### src/rtl/seq_divider.sv
// seq_divider
//   Multicycle restoring divider: one quotient bit per clock on operand
//   magnitudes, signs reapplied when the result is registered.
//
//   clk       system clock, rising edge
//   reset     synchronous, active-high
//   start     request, accepted only in IDLE
//   issigned  1 = two's-complement divide, 0 = unsigned (sampled with start)
//   a, b      dividend / divisor (sampled with start)
//   busy      high in CALC and FINISH
//   done      one-cycle pulse in FINISH
//   q, rem    quotient / remainder, held until the next result is written
//   divzero   captured divisor was zero, cleared on the next accepted start
//
//   state  | meaning
//   IDLE   | waiting for start
//   CALC   | WIDTH shift-subtract iterations
//   FINISH | result registered, done pulse
module seq_divider #(
  parameter int WIDTH = 32
) (
  input  logic             clk,
  input  logic             reset,
  input  logic             start,
  input  logic             issigned,
  input  logic [WIDTH-1:0] a,
  input  logic [WIDTH-1:0] b,
  output logic             busy,
  output logic             done,
  output logic [WIDTH-1:0] q,
  output logic [WIDTH-1:0] rem,
  output logic             divzero
);

  localparam int CW = (WIDTH > 2) ? $clog2(WIDTH) : 1;
  localparam logic [CW-1:0] CNT_LAST = CW'(WIDTH - 1);

  typedef enum logic [1:0] {
    S_IDLE,
    S_CALC,
    S_FINISH
  } state_t;

  state_t state, state_nxt;

  logic             load, iter, last;
  logic [CW-1:0]    cnt;
  logic [WIDTH-1:0] dvd;   // dividend magnitude, quotient shifts in at the bottom
  logic [WIDTH-1:0] dvs;   // divisor magnitude
  logic [WIDTH-1:0] p;     // partial remainder, always < dvs so WIDTH bits suffice
  logic             neg_q, neg_r;

  logic [WIDTH-1:0] a_mag, b_mag;
  logic [WIDTH:0]   p_shift;
  logic [WIDTH-1:0] p_sub, p_iter, dvd_iter;
  logic             q_bit;

  always_ff @(posedge clk) begin
    if (reset) state <= S_IDLE;
    else       state <= state_nxt;
  end

  always_comb begin
    state_nxt = state;
    load      = 1'b0;
    iter      = 1'b0;
    last      = 1'b0;
    busy      = 1'b0;
    done      = 1'b0;
    case (state)
      S_IDLE: begin
        if (start) begin
          load      = 1'b1;
          state_nxt = (b == '0) ? S_FINISH : S_CALC;
        end
      end
      S_CALC: begin
        busy = 1'b1;
        iter = 1'b1;
        if (cnt == CNT_LAST) begin
          last      = 1'b1;
          state_nxt = S_FINISH;
        end
      end
      S_FINISH: begin
        busy      = 1'b1;
        done      = 1'b1;
        state_nxt = S_IDLE;
      end
      default: state_nxt = S_IDLE;
    endcase
  end

  always_comb begin
    a_mag    = (issigned && a[WIDTH-1]) ? -a : a;
    b_mag    = (issigned && b[WIDTH-1]) ? -b : b;
    p_shift  = {p, dvd[WIDTH-1]};
    q_bit    = (p_shift >= {1'b0, dvs});
    // the difference is below dvs whenever it is taken, so WIDTH bits are exact
    p_sub    = p_shift[WIDTH-1:0] - dvs;
    p_iter   = q_bit ? p_sub : p_shift[WIDTH-1:0];
    dvd_iter = {dvd[WIDTH-2:0], q_bit};
  end

  always_ff @(posedge clk) begin
    if (reset) begin
      cnt     <= '0;
      dvd     <= '0;
      dvs     <= '0;
      p       <= '0;
      neg_q   <= 1'b0;
      neg_r   <= 1'b0;
      q       <= '0;
      rem     <= '0;
      divzero <= 1'b0;
    end else begin
      if (load) begin
        cnt     <= '0;
        dvd     <= a_mag;
        dvs     <= b_mag;
        p       <= '0;
        neg_q   <= issigned & (a[WIDTH-1] ^ b[WIDTH-1]);
        neg_r   <= issigned & a[WIDTH-1];
        divzero <= 1'b0;
        if (b == '0) begin
          // divide by zero skips CALC, so the result is written here
          q       <= '1;
          rem     <= a;
          divzero <= 1'b1;
        end
      end
      if (iter) begin
        cnt <= cnt + CW'(1);
        dvd <= dvd_iter;
        p   <= p_iter;
        if (last) begin
          q   <= neg_q ? -dvd_iter : dvd_iter;
          rem <= neg_r ? -p_iter : p_iter;
        end
      end
    end
  end

endmodule

### config.mk
export PLATFORM = sky130hd
export DESIGN_NAME = seq_divider
export DESIGN_NICKNAME = d
export VERILOG_FILES = /design/src/rtl/seq_divider.sv
export SDC_FILE = /design/constraint.sdc
export NUM_CORES = 1
export LEC_CHECK = 0
export ABC_CLOCK_PERIOD_IN_PS = 13500
export BUFFER_PORTS_ARGS = -buffer_cell sky130_fd_sc_hd__buf_2
export CELL_PAD_IN_SITES_DETAIL_PLACEMENT = 0
export CELL_PAD_IN_SITES_GLOBAL_PLACEMENT = 1
export CORE_AREA = 2 2 187 226
export CTS_BUF_LIST = sky130_fd_sc_hd__clkbuf_4 sky130_fd_sc_hd__clkbuf_8
export DETAILED_ROUTE_END_ITERATION = 12
export DIE_AREA = 0 0 189 228
export PLACE_DENSITY_LB_ADDON = 0.25
export REMOVE_ABC_BUFFERS = 1
export SYNTH_ARGS = -nofsm -noshare
export SYNTH_HDL_FRONTEND = slang
export SYNTH_SLANG_ARGS = --single-unit
### constraint.sdc
create_clock -name clk -period 13.5 [get_ports clk]
set_input_delay 2.7 -clock clk [delete_from_list [all_inputs] [get_ports clk]]
set_output_delay 2.7 -clock clk [all_outputs]
set_load 0.005 [all_outputs]
==> impl_metrics.ini, run 1 <==
[grt]
grt-busiest-layer = met2
met3_usage_pct = 2.05
grt_pass1_vias = 11100
grt.met1_usage_pct = 22.7
grt-ovfl-total = 0
grt_pass1_wl_mm = 61.9
grt_max_degree = 70
track_usage_pct = 17.9
gr-usage-met2_pct = 31.6
antenna_found_initial = 1

[synthesis]
synth_top_family_by_area = compound AO/OA/AOI/OAI gates
synth_adder_area_share_pct = 4.39
synthXorXnorAreaFrac_pct = 8.95
synth.area.mux_share_pct = 1.15
ys_seq_elements = 170
ys_seq_area_share_pct = 28.0
synth.distinct_cells = 90
netlist_instances = 1628
synth_compound_area_share_pct = 26.4
synth-edff-count = 0
synthFlopType = dfxtp_1
synthSimpleGateAreaFrac_pct = 25.0
syn-cell-area_um2 = 12100
ys_warn_count = 0
synth-async-reset-ratio_pct = 0
avgSynthCellArea_um2 = 7.45

[die]
die_w_um = 189
coreArea_um2 = 41100
num_io_pins = 135
fp-row-count = 82
die_y_um = 228
start_util_pct = 29.5
dieArea_um2 = 43100

[critical_path]
slowest_delay_ns = 0.80
slowest_stage = nor4_1
cp.arrival_ns = 5.93
worstSetupPathType = in -> reg
path_cells = buf_2 > inv_1 > ha_1 > nand2_1 > or3_1 > nor2_1 > nand2_1 > nor4_1 > and3_2 > buf_4 > nand2_1 > and3_1 > a211oi_1
startpoint = b[0]
cp-start-kind = input port
r2r_cells = 16
cp_max_fo = 48
timing.critical_path.mode_cell = nand2_1
cp.required_ns = 13.92
r2r_end = q[28]
crit_path_end_kind = register
r2r-start = p[5]
rrSetupSlack_ns = 8.30

[cts]
cts.path.max_buffers = 2
cts_num_sinks = 170
cts_buffers = 17
postCtsSetupBuffers = 0
clk_pin_slew_ns = 0.09
clock-root-buffer = clkbuf_8
h-tree-depth = 4
ctsResizeCount = 0
cts_hold_buf = 0
cts_tree = done
clkLatencyLatePin_ns = 0.51

[pwr]
p_leak_nw = 5.19
vdd_ir_drop_max_mv = 0.0689
total_power_w = 0.00141
power_density_nw_per_um2 = 104

[run]
max_cap_violations = 0

[drt]
totalWireLength_mm = 38.5
viasPerCell = 5.14
via_count = 11500
drt_iter0_drc = 574
ant_nets = 0
drt-wirelength-per-cell_um = 17.2
dr.pass1.iters = 4
drc = 0

[hold_path]
holdPathStages = 2
holdCritPathClass = reg -> reg
worstHoldStart = divzero
min_to = divzero

[timing]
fin_crit_ns = 5.52
skew_ns = 0.0169
rsz0062_at_grt = no
tightest_slew_ns = 0.996
clock.fmax_mhz = 181
finalSetupViolations = 0
max-slew-margin-rel_pct = 33.0
slew_violations = 0
fin_crit_sh_pct = 40.9
final.setup.tns_ns = 0
hold_viol = 0

[placed_design]
dpl.hpwl_mm = 28.9
portBuffers = 134
gp_congestion = 0.859

[outcome]
status = finished clean

[finish]
final_cell_mix = 227 x nor2_1, 178 x nand2_1, 170 x dfxtp_1, 140 x a21oi_1, 133 x buf_2
nNetsFinal = 1792
drive_gt1_share_pct = 13.6
layout_commonest_cell = nor2_1
syn_to_final_growth_pct = 11.2
==> report_power, final <==
group	leakage, nW	internal (W)	switching, W	total (W)
sequential	1.38	0.000532	0.0000336	0.000565
clock	0.177	0.000149	0.000213	0.000362
combinational	3.63	0.000171	0.000307	0.000478
==> worst max path at each step <==
stage               depth (start not counted)  slack, ns      end
detailed placement                         13       7.38   rem[4]
CTS                                        13       7.93   rem[4]
global route                               11       7.51   rem[4]
global placement                           13       7.47   rem[4]
floorplan                                   6       6.17  rem[20]
finish                                     13       7.98   rem[4]
==> routing by layer <==
metal | vias up | share of wire, %
li1 | 5967 | -
met1 | 5345 | 46
met2 | 166 | 49
met3 | 36 | 2.8
met4 | 0 | 1.9
met5 | - | 0
==> Yosys cell counts, types with 4 or more instances <==
| cell | count | area, um^2 |
|---|---|---|
| a221oi_1 | 15 | 131 |
| o31ai_1 | 28 | 210 |
| buf_2 | 13 | 65.1 |
| a21o_1 | 5 | 37.5 |
| mux2i_1 | 14 | 140 |
| buf_6 | 5 | 56.3 |
| a31oi_1 | 20 | 125 |
| nor3_1 | 61 | 305 |
| and2_1 | 11 | 68.8 |
| nor3b_1 | 4 | 30.0 |
| nand4_1 | 7 | 43.8 |
| xor2_1 | 62 | 543 |
| nand3_1 | 28 | 140 |
| and3_1 | 29 | 181 |
| xnor2_1 | 62 | 543 |
| o21a_1 | 5 | 37.5 |
| o21bai_1 | 5 | 37.5 |
| or4_1 | 5 | 37.5 |
| o41ai_1 | 9 | 78.8 |
| o22ai_1 | 4 | 25.0 |
| and4_1 | 4 | 35.0 |
| nor2_1 | 227 | 852 |
| dfxtp_1 | 170 | 3400 |
| o211ai_1 | 8 | 60.1 |
| nand2b_1 | 7 | 43.8 |
| or3_1 | 26 | 163 |
| nor4_1 | 10 | 62.6 |
| nor2b_1 | 8 | 50.1 |
| o21ai_1 | 6 | 30.0 |
| o21ai_0 | 57 | 285 |
| ha_1 | 41 | 513 |
| nand2_1 | 179 | 672 |
| buf_1 | 4 | 15.0 |
| a31o_2 | 6 | 52.6 |
| inv_1 | 63 | 236 |
| clkbuf_1 | 86 | 323 |
| nand3b_1 | 6 | 45.0 |
| a211oi_1 | 76 | 571 |
| a311oi_1 | 34 | 298 |
| a21oi_1 | 140 | 701 |
==> sequential cells by signal (all words and copies together) (netlist names) <==
register  cells
divzero       1
neg_r         1
dvd          32
cnt           5
p            32
q            32
state         2
rem          32
neg_q         1
dvs          32
==> critical path: cells and delay by family <==
| kind | cells | cell delay, ns |
|---|---|---|
| buffers and inverters | 3 | 0.67 |
| adders and majority gates | 1 | 0.18 |
| and+or+nand+nor | 8 | 2.17 |
| AOI/OAI and AO/OA | 1 | 0.20 |
==> per-stage QoR <==
step	cell area (um^2)	utilization (%)	hold WS [ns]	cells	setup WS, ns
global route	13500	32.8	0.492	2242	7.51
finish	13500	32.8	0.466	2242	7.98
detailed placement	13100	31.9	0.453	2209	7.38
CTS	13500	32.8	0.468	2241	7.93
floorplan	11600	-	0.426	1515	6.17
global placement	13100	31.9	0.446	2209	7.47
==> final cells by class <==
| cell class | instances | area [um^2] |
|---|---|---|
| Antenna cell | 1 | 2.50 |
| Clock buffer | 21 | 289 |
| Clock inverter | 11 | 86.3 |
| Fill cell | 4505 | 27600 |
| Inverter | 65 | 246 |
| Multi-Input combinational cell | 1280 | 8010 |
| Sequential cell | 170 | 3400 |
| Tap cell | 546 | 683 |
| Timing Repair Buffer | 148 | 778 |
==> kinds of logic (layout without fill, tap and decap cells) <==
group | count (synthesis) | count (layout)
and+or+nand+nor | 637 | 637
AOI/OAI and AO/OA | 463 | 463
buffers and inverters | 178 | 245
DFF | 170 | 170
xor gates and xnor gates | 124 | 124
adders and majority gates | 42 | 42
muxes | 14 | 14
other | 0 | 1
(Power assumes the default switching activity.)
==> run 2: changes to the inputs <==
--- a/config.mk
+++ b/config.mk
@@ -5,14 +5,15 @@
 export SDC_FILE = /design/constraint.sdc
 export NUM_CORES = 1
 export LEC_CHECK = 0
-export ABC_CLOCK_PERIOD_IN_PS = 13500
+export ABC_AREA = 1
+export ABC_CLOCK_PERIOD_IN_PS = 5100
 export BUFFER_PORTS_ARGS = -buffer_cell sky130_fd_sc_hd__buf_2
 export CELL_PAD_IN_SITES_DETAIL_PLACEMENT = 0
 export CELL_PAD_IN_SITES_GLOBAL_PLACEMENT = 1
-export CORE_AREA = 2 2 187 226
+export CORE_AREA = 2 2 193 232
 export CTS_BUF_LIST = sky130_fd_sc_hd__clkbuf_4 sky130_fd_sc_hd__clkbuf_8
 export DETAILED_ROUTE_END_ITERATION = 12
-export DIE_AREA = 0 0 189 228
+export DIE_AREA = 0 0 195 234
 export PLACE_DENSITY_LB_ADDON = 0.25
 export REMOVE_ABC_BUFFERS = 1
 export SYNTH_ARGS = -nofsm -noshare
==> constraint.sdc (replaced) <==
create_clock -name clk -period 5.1 [get_ports clk]
set_input_delay 1.02 -clock clk [delete_from_list [all_inputs] [get_ports clk]]
set_output_delay 1.02 -clock clk [all_outputs]
set_load 0.005 [all_outputs]
==> impl_metrics.ini, run 2 <==
[outcome]
status = finished clean

[synthesis]
ys_top_cells_by_area = dfxtp_1 26%, nand2_1 18%, inv_1 8.1%
ys_seq_elements = 170
ys_seq_area_share_pct = 26.5
yosys.area.top_type = dfxtp_1
yosys.area.top_type_share_pct = 26.5
synth-edff-count = 0
synth-async-reset-ratio_pct = 0
ys_warn_count = 0
netlist_instances = 2125
avgSynthCellArea_um2 = 6.05
synthFlopType = dfxtp_1
ys_top_cells_by_count = 625 x nand2_1, 278 x inv_1, 175 x nor2_1, 170 x a21oi_1, 170 x dfxtp_1
syn-cell-area_um2 = 12900
synth_most_common_cell = nand2_1
synth.distinct_cells = 57

[critical_path]
r2r-start = dvs[28]
cp_max_fo = 5
r2r_end = q[30]
r2r_cells = 23
worstSetupPathType = reg -> reg
cp.required_ns = 5.47
rrSetupSlack_ns = 0.86
cp.arrival_ns = 4.60
crit_path_end_kind = register
cp-start-kind = register

[drt]
totalWireLength_mm = 47.0
dr.pass1.iters = 5
viasPerCell = 4.80
drc = 0
via_count = 13400
drt-wirelength-per-cell_um = 16.9
ant_nets = 0
drt_iter0_drc = 659

[cts]
cts_tree = done
cts_hold_buf = 0
clock-root-buffer = clkbuf_8
ctsResizeCount = 0
h-tree-depth = 4
clk_pin_slew_ns = 0.10
postCtsSetupBuffers = 0
cts_num_sinks = 170
clkLatencyLatePin_ns = 0.52
cts_buffers = 17
cts.path.max_buffers = 2

[die]
die_w_um = 195
fp-row-count = 84
dieArea_um2 = 45600
die_y_um = 234
coreArea_um2 = 43500
start_util_pct = 29.6
num_io_pins = 135

[timing]
tightest_slew_ns = 1.01
hold_viol = 0
holdWs_ns = 0.476
max-slew-margin-rel_pct = 32.6
rsz0062_at_grt = no
clock.fmax_mhz = 236
slew_violations = 0
skew_ns = 0.0216
fin_crit_sh_pct = 83.0
setup_slack_ns = 0.865
finalSetupViolations = 0
fin_crit_ns = 4.24
final.setup.tns_ns = 0

[grt]
gr-usage-met2_pct = 38.1
grt.met1_usage_pct = 25.2
antenna_found_initial = 0
grt_pass1_vias = 13300
grt_max_degree = 59
grt-busiest-layer = met2
met3_usage_pct = 2.65
grt-ovfl-total = 0
grt_pass1_wl_mm = 74.0
track_usage_pct = 20.9

[finish]
diodes = 0
final_cell_mix = 625 x nand2_1, 277 x inv_1, 173 x nor2_1, 170 x a21oi_1, 170 x dfxtp_1
fillers = 4918
fin_util_pct = 33.1
syn_to_final_growth_pct = 12.0
layout_commonest_cell = nand2_1
drive_gt1_share_pct = 12.5
nNetsFinal = 2324
finish.instance_area_um2 = 14400

[placed_design]
postPlaceCellArea_um2 = 14000
dpl.hpwl_mm = 37.1
preCtsSetupSlack_ns = 0.831
portBuffers = 134
gp_congestion = 0.882

[run]
max_cap_violations = 0

[pwr]
power_density_nw_per_um2 = 265
p_leak_nw = 7.08
vdd_ir_drop_max_mv = 0.176

[hold_path]
holdCritPathClass = reg -> reg
worstHoldStart = divzero
min_to = divzero
holdPathStages = 2
[run 2: cell types whose count changed in the layout (fill, tap and decap cells not counted), moves of 27 or more]
cell / delta
a311oi_1: -33
nand2_1: +447
nor2_1: -54
nand3_1: +104
o21ai_0: +77
inv_1: +214
and3_1: -27
xnor2_1: -47
a21oi_1: +30
a211oi_1: -69
nor3_1: -34
[run 2: per-layer routing]
metal | wire, um | vias up
met4 | 1430 | 0
met3 | 1490 | 57
li1 | - | 7025
met2 | 23200 | 235
met1 | 20900 | 6056
met5 | 0 | -
[run 2: critical path: stages (launching register included)]
cell,delay (ns)
dfxtp_1,0.32
inv_1,0.05
ha_1,0.35
a21oi_1,0.23
nand2_1,0.10
a21oi_1,0.37
nand2_2,0.12
a21oi_4,0.18
nand2_4,0.06
inv_2,0.11
ha_1,0.20
nand3_1,0.12
nor3_1,0.19
nand3_1,0.12
nor3_1,0.16
buf_4,0.18
nand2_1,0.07
o21ai_0,0.26
o21ai_0,0.20
nor2_1,0.24
o21ai_0,0.15
xor2_1,0.18
nand2_1,0.06
a21oi_1,0.05
[run 2: worst max-delay path by stage]
stage | from | endpoint
after floorplan | start | dvd[0]
after global placement | b[1] | rem[31]
after detailed placement | b[1] | rem[31]
after CTS | p[27] | q[30]
after global routing | dvs[8] | q[30]
final | dvs[28] | q[30]
[run 2: power breakdown]
part | internal, W | switching [W]
Combinational | 0.000416 | 0.000966
Clock | 0.000390 | 0.000566
Sequential | 0.00141 | 0.0000740
Total | 0.00221 | 0.00161
[run 2: cell type report]
type | instances | area [um^2] | share of cell area, %
clock buffer | 18 | 241 | 1.68
clock inverter | 13 | 125 | 0.869
timing repair buffer | 156 | 838 | 5.82
inverter | 287 | 1080 | 7.48
multi-input combinational | 1582 | 8020 | 55.7
sequential | 170 | 3400 | 23.6
tap | 559 | 699 | 4.86
[run 2: kinds of logic after synthesis]
| group | Yosys count | share of synthesized area (%) |
|---|---|---|
| buf+inv | 373 | 11.3 |
| compound gates | 409 | 18.0 |
| fa+ha+maj | 42 | 4.14 |
| flops | 170 | 26.5 |
| simple gates | 1069 | 35.9 |
| xor+xnor | 62 | 4.22 |
[run 2: per-stage QoR]
| stage | std cells | total power, W |
|---|---|---|
| after global routing | 2785 | 0.00409 |
| after global placement | 2754 | 0.00290 |
| after detailed placement | 2754 | 0.00290 |
| after CTS | 2785 | 0.00387 |
| final | 2785 | 0.00382 |
| after floorplan | 2039 | 0.00242 |
